--- config.mk ---
export PLATFORM = sky130hd
export DESIGN_NAME = bus_src_arbiter
export DESIGN_NICKNAME = d
export VERILOG_FILES = /design/src/rtl/bus_src_arbiter.sv
export SDC_FILE = /design/constraint.sdc
export NUM_CORES = 1
export LEC_CHECK = 0
export ABC_AREA = 1
export CAP_MARGIN = 20
export CORE_MARGIN = 3
export CORE_UTILIZATION = 44
export DETAILED_ROUTE_END_ITERATION = 16
export PLACE_DENSITY = 0.69
export SLEW_MARGIN = 20
export SYNTH_ARGS = -nofsm -noshare
export SYNTH_HDL_FRONTEND = slang
export SYNTH_SLANG_ARGS = --single-unit
--- constraint.sdc ---
create_clock -name i_clk -period 2.9 [get_ports i_clk]
set_input_delay 0.435 -clock i_clk [delete_from_list [all_inputs] [get_ports i_clk]]
set_output_delay 0.435 -clock i_clk [all_outputs]
set_load 0.05 [all_outputs]
--- src/rtl/bus_src_arbiter.sv ---
// -----------------------------------------------------------------------------
// bus_src_arbiter
//
// Round-robin owner selection for the shared 16-source, 8-bit bus multiplexer.
// At most one requester holds the bus at a time. The owner's index drives the
// mux select. Ownership ends when the owner drops its request, or when it has
// held the bus for MAX_HOLD consecutive cycles. After every ownership there is
// one dead bus cycle before the next grant.
//
// Parameters
//   MAX_HOLD     maximum consecutive grant cycles per ownership (0 = no limit)
//
// Ports
//   i_clk        system clock, all state changes on the rising edge
//   i_rst        synchronous active-high reset
//   i_req        request vector, bit i = source i wants the bus
//   o_sel        mux select, index of the current or most recent owner
//   o_gnt        one-hot grant, all-zero when the bus is idle
//   o_bus_valid  high while a grant is active
//   o_hold_cnt   0-based count of cycles the current owner has held the bus
//                (saturates at 255)
// -----------------------------------------------------------------------------
module bus_src_arbiter #(
   parameter int unsigned MAX_HOLD = 4
) (
   input  logic        i_clk,
   input  logic        i_rst,
   input  logic [15:0] i_req,
   output logic [3:0]  o_sel,
   output logic [15:0] o_gnt,
   output logic        o_bus_valid,
   output logic [7:0]  o_hold_cnt
);

   typedef enum logic [0:0] {
      ST_IDLE = 1'b0,
      ST_BUSY = 1'b1
   } state_t;

   // A limit of zero disables the timeout entirely.
   localparam logic       HOLD_LIMITED = (MAX_HOLD != 0);
   // This is the last hold_cnt value an owner may reach. The edge that
   // samples this value is the release edge.
   localparam logic [7:0] HOLD_LAST    = (MAX_HOLD == 0) ? 8'd0 : 8'(MAX_HOLD - 1);

   // Round-robin scan starts at last+1 and wraps 15 -> 0, so the previous owner
   // is visited last. The loop walks from the farthest candidate to the nearest
   // one. This way the nearest set bit is written last and wins.
   // Returns {found, index}.
   function automatic logic [4:0] rr_pick(input logic [15:0] req, input logic [3:0] last);
      logic [4:0] res;
      logic [3:0] idx;
      res = 5'd0;
      for (int i = 16; i >= 1; i--) begin
         idx = last + 4'(i);
         res = req[idx] ? {1'b1, idx} : res;
      end
      return res;
   endfunction

   // Converts a 4-bit index to a 16-bit one-hot grant.
   function automatic logic [15:0] to_onehot(input logic [3:0] idx);
      return 16'd1 << idx;
   endfunction

   state_t      r_state;
   logic [3:0]  r_sel;
   logic [15:0] r_gnt;
   logic        r_bus_valid;
   logic [7:0]  r_hold_cnt;
   logic [3:0]  r_last_owner;

   logic        w_pick_valid;
   logic [3:0]  w_pick_idx;
   logic [15:0] w_pick_onehot;
   logic        w_owner_dropped;
   logic        w_timeout;
   logic        w_release;

   // Next-owner selection and release conditions, all from registered state plus i_req.
   always_comb begin
      w_pick_valid    = 1'b0;
      w_pick_idx      = 4'd0;
      w_pick_onehot   = 16'd0;
      w_owner_dropped = 1'b0;
      w_timeout       = 1'b0;
      w_release       = 1'b0;

      {w_pick_valid, w_pick_idx} = rr_pick(i_req, r_last_owner);
      w_pick_onehot   = to_onehot(w_pick_idx);
      w_owner_dropped = ~i_req[r_sel];
      if (HOLD_LIMITED) begin
         w_timeout = (r_hold_cnt == HOLD_LAST);
      end else begin
         w_timeout = 1'b0;
      end
      w_release = w_owner_dropped | w_timeout;
   end

   // Arbitration FSM. All outputs are registered here.
   always_ff @(posedge i_clk) begin
      if (i_rst) begin
         r_state      <= ST_IDLE;
         r_sel        <= 4'd0;
         r_gnt        <= 16'd0;
         r_bus_valid  <= 1'b0;
         r_hold_cnt   <= 8'd0;
         // After reset the scan starts at index 0, so source 0 has top priority.
         r_last_owner <= 4'd15;
      end else begin
         case (r_state)
            ST_IDLE: begin
               if (w_pick_valid) begin
                  r_state      <= ST_BUSY;
                  r_sel        <= w_pick_idx;
                  r_gnt        <= w_pick_onehot;
                  r_bus_valid  <= 1'b1;
                  r_hold_cnt   <= 8'd0;
                  r_last_owner <= w_pick_idx;
               end else begin
                  // Idle bus: sel keeps pointing at the most recent owner.
                  r_state      <= ST_IDLE;
                  r_gnt        <= 16'd0;
                  r_bus_valid  <= 1'b0;
                  r_hold_cnt   <= 8'd0;
               end
            end
            ST_BUSY: begin
               if (w_release) begin
                  // The bus is dead for one cycle. sel is left unchanged.
                  r_state     <= ST_IDLE;
                  r_gnt       <= 16'd0;
                  r_bus_valid <= 1'b0;
                  r_hold_cnt  <= 8'd0;
               end else if (r_hold_cnt != 8'hFF) begin
                  r_hold_cnt  <= r_hold_cnt + 8'd1;
               end else begin
                  r_hold_cnt  <= r_hold_cnt;
               end
            end
            default: begin
               // Unreachable encoding: return to a safe idle bus.
               r_state     <= ST_IDLE;
               r_gnt       <= 16'd0;
               r_bus_valid <= 1'b0;
               r_hold_cnt  <= 8'd0;
            end
         endcase
      end
   end

   assign o_sel       = r_sel;
   assign o_gnt       = r_gnt;
   assign o_bus_valid = r_bus_valid;
   assign o_hold_cnt  = r_hold_cnt;

endmodule

; Yosys cells after proc, flatten, opt, wreduce, memory -nomap -nowiden
; Cells that the tools add are included.
[op_classes]
n_reduce_logical = 1
n_mul = 0
magnitude_cmp = 17
shifts = 1
eq_ne = 4
div_mod_pow = 0
n_bitwise = 3
mux = 61
n_addsub = 16
[ops]
columns = operator, count
row1 = 4-bit by 5-bit < comparator with 1-bit output (second input constant), 17
row2 = 5-bit 2-to-1 mux, 16
row3 = 1-bit binary-select mux with 4-bit select, 17
row4 = 4-bit adder (second input constant), 8
row5 = 16-bit 2-to-1 mux, 2
row6 = 16-bit case mux with 2 select lines, 1
row7 = 1-bit 2-to-1 mux, 20
row8 = 4-bit by 3-bit adder with 4-bit output (second input constant), 4
row9 = 8-bit 2-to-1 mux, 2
row10 = 8-bit case mux with 2 select lines, 1
row11 = 1-bit by 4-bit left shift with 16-bit output (first input constant), 1
row12 = 4-bit by 2-bit adder with 4-bit output (second input constant), 2
row13 = 8-bit by 1-bit adder with 8-bit output (second input constant), 1
row14 = 8-bit by 2-bit equality test with 1-bit output (second input constant), 1
row15 = 8-bit != test (second input constant), 1
row16 = 4-bit by 1-bit adder with 4-bit output (second input constant), 1
row17 = 1-bit case mux with 2 select lines, 2
row18 = 3-bit by 1-bit != test with 1-bit output (second input constant), 1
row19 = 2-bit by 1-bit != test with 1-bit output (second input constant), 1
row20 = 1-bit inverter, 2
row21 = 2-bit AND reduction, 1
row22 = 1-bit OR, 1
[word_totals]
elab_cells = 109
romBits = 0
output_inout_bits = 29
ram_bits = 0
input_bits = 18
regBits = 34
latchBits = 0
mem_count = 0

; Longest topological paths before layout
[depth]
depth_word = 21
mapped_depth = 31
mapped_depth_nobuf = 28

; Worst setup path before layout
; OpenSTA, ideal clock, no wires.
[synth_path]
kind = register to register
startpoint = register r_last_owner[1]
endpoint = register r_gnt[12] (netlist: o_gnt[12])
slack_ps = 49
t_required_ps = 2778
stages_incl_launch_ff = 26
t_arrival_ps = 2729
synth_period_minus_slack_ps = 2851
n_path_buf = 1
setup_time_ps = 122
cell_sequence = dfxtp_1 inv_2 buf_2 ha_1 xnor2_1 nand3_1 nand2_2 nand2_4 nand2_4 nand2_1 nand3_1 nand2_1 nand2_1 nand2_1 nand2_1 nand2_1 nand2_1 nand2_1 nand2_1 nand2_1 nand2_1 nand2_2 a21oi_4 inv_2 nand3_1 o21ai_1
[synth_via]
elab_chain_cells = 21
elab_cells_between_ends = 66
classes_between = 15 x add/sub / 1 x shift / 50 x mux
[synth_rtl]
columns = item, line_no
row1 = "start, declared", 71  ; logic [3:0] r_last_owner;
row2 = "start signal, assigned", 119  ; r_last_owner <= w_pick_idx;
row3 = 4-bit adder / 1-bit binary-select mux with 4-bit select (equally long branches), "55, 56"
row4 = 1-bit binary-select mux with 4-bit select / 1-bit 2-to-1 mux (equally long branches), 56  ; res = req[idx] ? {1'b1, idx} : res;
row5 = 1-bit 2-to-1 mux (not written as such) / 5-bit 2-to-1 mux (equally long branches), 56
row6 = 5-bit 2-to-1 mux (14 in a row), 56
row7 = 5-bit 2-to-1 mux *, 56
row8 = 1-bit by 4-bit left shift with 16-bit output, 63  ; return 16'd1 << idx;
row9 = 16-bit 2-to-1 mux *, 113  ; if (w_pick_valid) begin
row10 = 16-bit case mux with 2 select lines *, 111  ; case (r_state)
row11 = "end signal, assigned", 116  ; r_gnt <= w_pick_onehot;
row12 = "end, declared", 68  ; logic [15:0] r_gnt;
; Mark *: on every way between the ends. The rest lies on a longest branch, timed or not. The select of a mux whose other input is x is not followed.
; A chain may end at the register's enable or synchronous reset.

; Worst setup path after layout
[layout_path]
startpoint = register r_last_owner[1]
endpoint = register r_last_owner[3]
[layout_via]
elab_chain_cells = 19
elab_cells_between_ends = 64
classes_between = 15 x add/sub / 48 x mux / 1 x reduce/logical
[layout_rtl]
columns = item, line_no
row1 = 4-bit adder / 1-bit binary-select mux with 4-bit select (equally long branches), "55, 56"
row2 = 1-bit binary-select mux with 4-bit select / 1-bit 2-to-1 mux (equally long branches), 56
row3 = 1-bit 2-to-1 mux (not written as such) / 5-bit 2-to-1 mux (equally long branches), 56
row4 = 5-bit 2-to-1 mux (14 in a row), 56
row5 = 5-bit 2-to-1 mux *, 56
row6 = 2-bit AND reduction (no line), -
; Marked as above.

==> flow_summary.yaml <==
cts:
  tritoncts: "built"
  htree_num_levels: 2
  clk_latency_ns: 0.29
  ctsLongestPathBuffers: 2
  root_buffer: "clkbuf_8"
  cts.sinks: 34
  clk_pin_slew_worst_paths_ns: 0.07
  holdBufCountCts: 0
  numCtsBuffers: 5
placement:
  portBuffers: 46
  place.gp.congestion: 1.00
  dp.cells: 736
  dp_hpwl_um: 8300
timing:
  finalMaxSlewViolations: 0
  fmax_mhz: 351
  fin_crit_sh_pct: 98.2
  min_period_ns: 2.85
  worst_pin_slew_ns: 0.524
  slew_headroom_pct: 64.9
  final_hold_viol_count: 0
  clock-skew-final_ns: 0.00482
  grt_setup_unrepaired: "yes"
  finalSetupViolCount: 0
  whs_ns: 0.460
floorplan:
  fp-row-count: 30
  start_util_pct: 46.5
  die_h_um: 91.7
  die_area_sq_um: 8400
  io_pins: 47
  fp.coreArea_sq_um: 6940
  die_x_um: 91.7
worst_setup_path:
  r2r_start: "r_last_owner[1]"
  cp-startpoint: "r_last_owner[1]"
  crit_slowest_cell: "dfxtp_2"
  critical_path_required_ns: 3.09
  worst_path_most_repeated_cell: "nand2_1"
  crit_family: "simple AND/OR/NAND/NOR gates"
  endpoint_kind: "register"
  path_class: "reg -> reg"
  worstPathMaxFanout: 8
  worstPathArrival_ns: 3.04
  cp.buffers_inverters: 5
  slowest_delay_ns: 0.36
  start_kind: "register"
route:
  vias: 4010
  drt_iter0_drc: 334
  wirelength_um: 11100
  drc_errors: 0
  viasPerCell: 5.30
  antenna_left: 0
  dr.pass1.iters: 7
  routedWlPerCell_um: 14.7
cells_and_area:
  stdcell_count: 756
  diodes: 0
  drive_gt1_share_pct: 25.3
  area_growth_pct: 44.5
  nNetsFinal: 685
run_status:
  status: "complete, no violations"
synthesis:
  synthFlopType: "dfxtp_1"
  synth_seq_cells: 34
  synthArstFlopShare_pct: 0
  syn_area_per_cell_sq_um: 5.85
  syn_area_sq_um: 3230
  synth.distinct_cells: 39
  ys_seq_area_share_pct: 21.1
  synth_edf_count: 0
  synthCells: 552
  syn_nets: 578
  ys_warn_count: 0
global_routing:
  overflow: 0
  grt_pass1_vias: 3732
  grt_max_degree: 25
  grt_pass1_wl_um: 17900
  grt_usage_pct: 25.9
  antenna_found_initial: 0
hold_path:
  hp-start: "o_gnt[15]"
  hp-class: "reg -> reg"
run:
  cap_violations: 0
## Yosys cell counts, types with 5 or more instances
master / n / share of area (%)
buf_6: 5 / 1.7
o21ai_0: 21 / 3.3
nand2_2: 10 / 1.9
dfxtp_1: 34 / 21
a21oi_1: 35 / 5.4
nor2_1: 24 / 2.8
inv_2: 11 / 1.3
ha_1: 8 / 3.1
nor3_1: 6 / 0.93
nand3_1: 76 / 12
o211ai_1: 5 / 1.2
inv_1: 57 / 6.6
o21ai_1: 18 / 2.8
nand2_1: 189 / 22
## cell usage in the layout (no fill, tap or decap), types with 17 or more instances in the layout
master	n
nand3_1	68
nand2_2	24
inv_1	55
o21ai_0	18
a21oi_1	33
clkdlybuf4s50_1	42
nand2_1	168
o21ai_1	17
buf_4	61
dfxtp_1	31
nor2_1	21
## cell type report
cell class / count / area (sq um)
fillers: 626 / 2280
inverters: 70 / 275
flip-flops and latches: 34 / 684
well taps: 96 / 120
multi-input cells: 435 / 2480
clock buffers: 7 / 86.3
clock inverters: 1 / 5.00
repair buffers: 113 / 1010
## routing by layer
metal	up-vias	track usage (%)	share of wire, %
li1	2012	-	-
met1	1807	33.9	43
met2	170	45.0	49
met3	21	2.54	6.1
met4	0	7.79	2.2
met5	-	0	0
## final timing paths
kind	to	slack (ns)	cells past startpoint
worst max-delay path	r_last_owner[3]	0.05	29
worst min-delay path	o_gnt[15]	0.46	2
worst max register to register	r_last_owner[3]	0.05	29
worst min register to register	o_gnt[15]	0.46	2
## per-stage QoR
stage          utilization (%)  worst slack [ns]  setup TNS, ns  cell area (sq um)
6_report                  67.2            0.0520              0               4670
3_3_place_gp              59.3            -0.170          -2.41               4120
4_1_cts                   61.2            0.0136              0               4250
2_1_floorplan                -            0.0489              0               3230
5_1_grt                   67.2            -0.138          -1.98               4670
3_5_place_dp              59.3            -0.189          -2.64               4120
## registers in the layout, indices dropped and copies added (netlist names)
| signal | flops |
|---|---|
| r_last_owner | 4 |
| o_hold_cnt | 8 |
| o_gnt | 16 |
| o_bus_valid | 1 |
| r_state | 1 |
| o_sel | 4 |
## what timing repair did
action	CTS	global route
gates cloned	0	2
setup endpoints to repair	20	26
pin swaps	0	21
gates resized for setup	6	83
buffers inserted	2	8
## worst register-to-register path: cells and delay by family (launching register included)
family | cells | cell delay, ns
AND/OR/NAND/NOR | 22 | 1.51
adder cells (fa/ha/maj) | 1 | 0.29
flip-flops | 1 | 0.36
buffers and inverters | 5 | 0.48
AO/OA/AOI/OAI | 1 | 0.10
## kinds of logic (layout without fill, tap and decap cells)
kind of cell / after synthesis / count (layout) / synth area share, %
compound gates: 92 / 93 / 16.0
fa+ha+maj: 8 / 8 / 3.10
flops: 34 / 34 / 21.1
simple gates: 322 / 323 / 43.6
buf+inv: 85 / 191 / 12.0
mux: 4 / 4 / 1.24
xor+xnor: 7 / 7 / 2.94
Power is not shown: default switching activity piles up to over one toggle a cycle in this logic, so the estimate is an artifact.
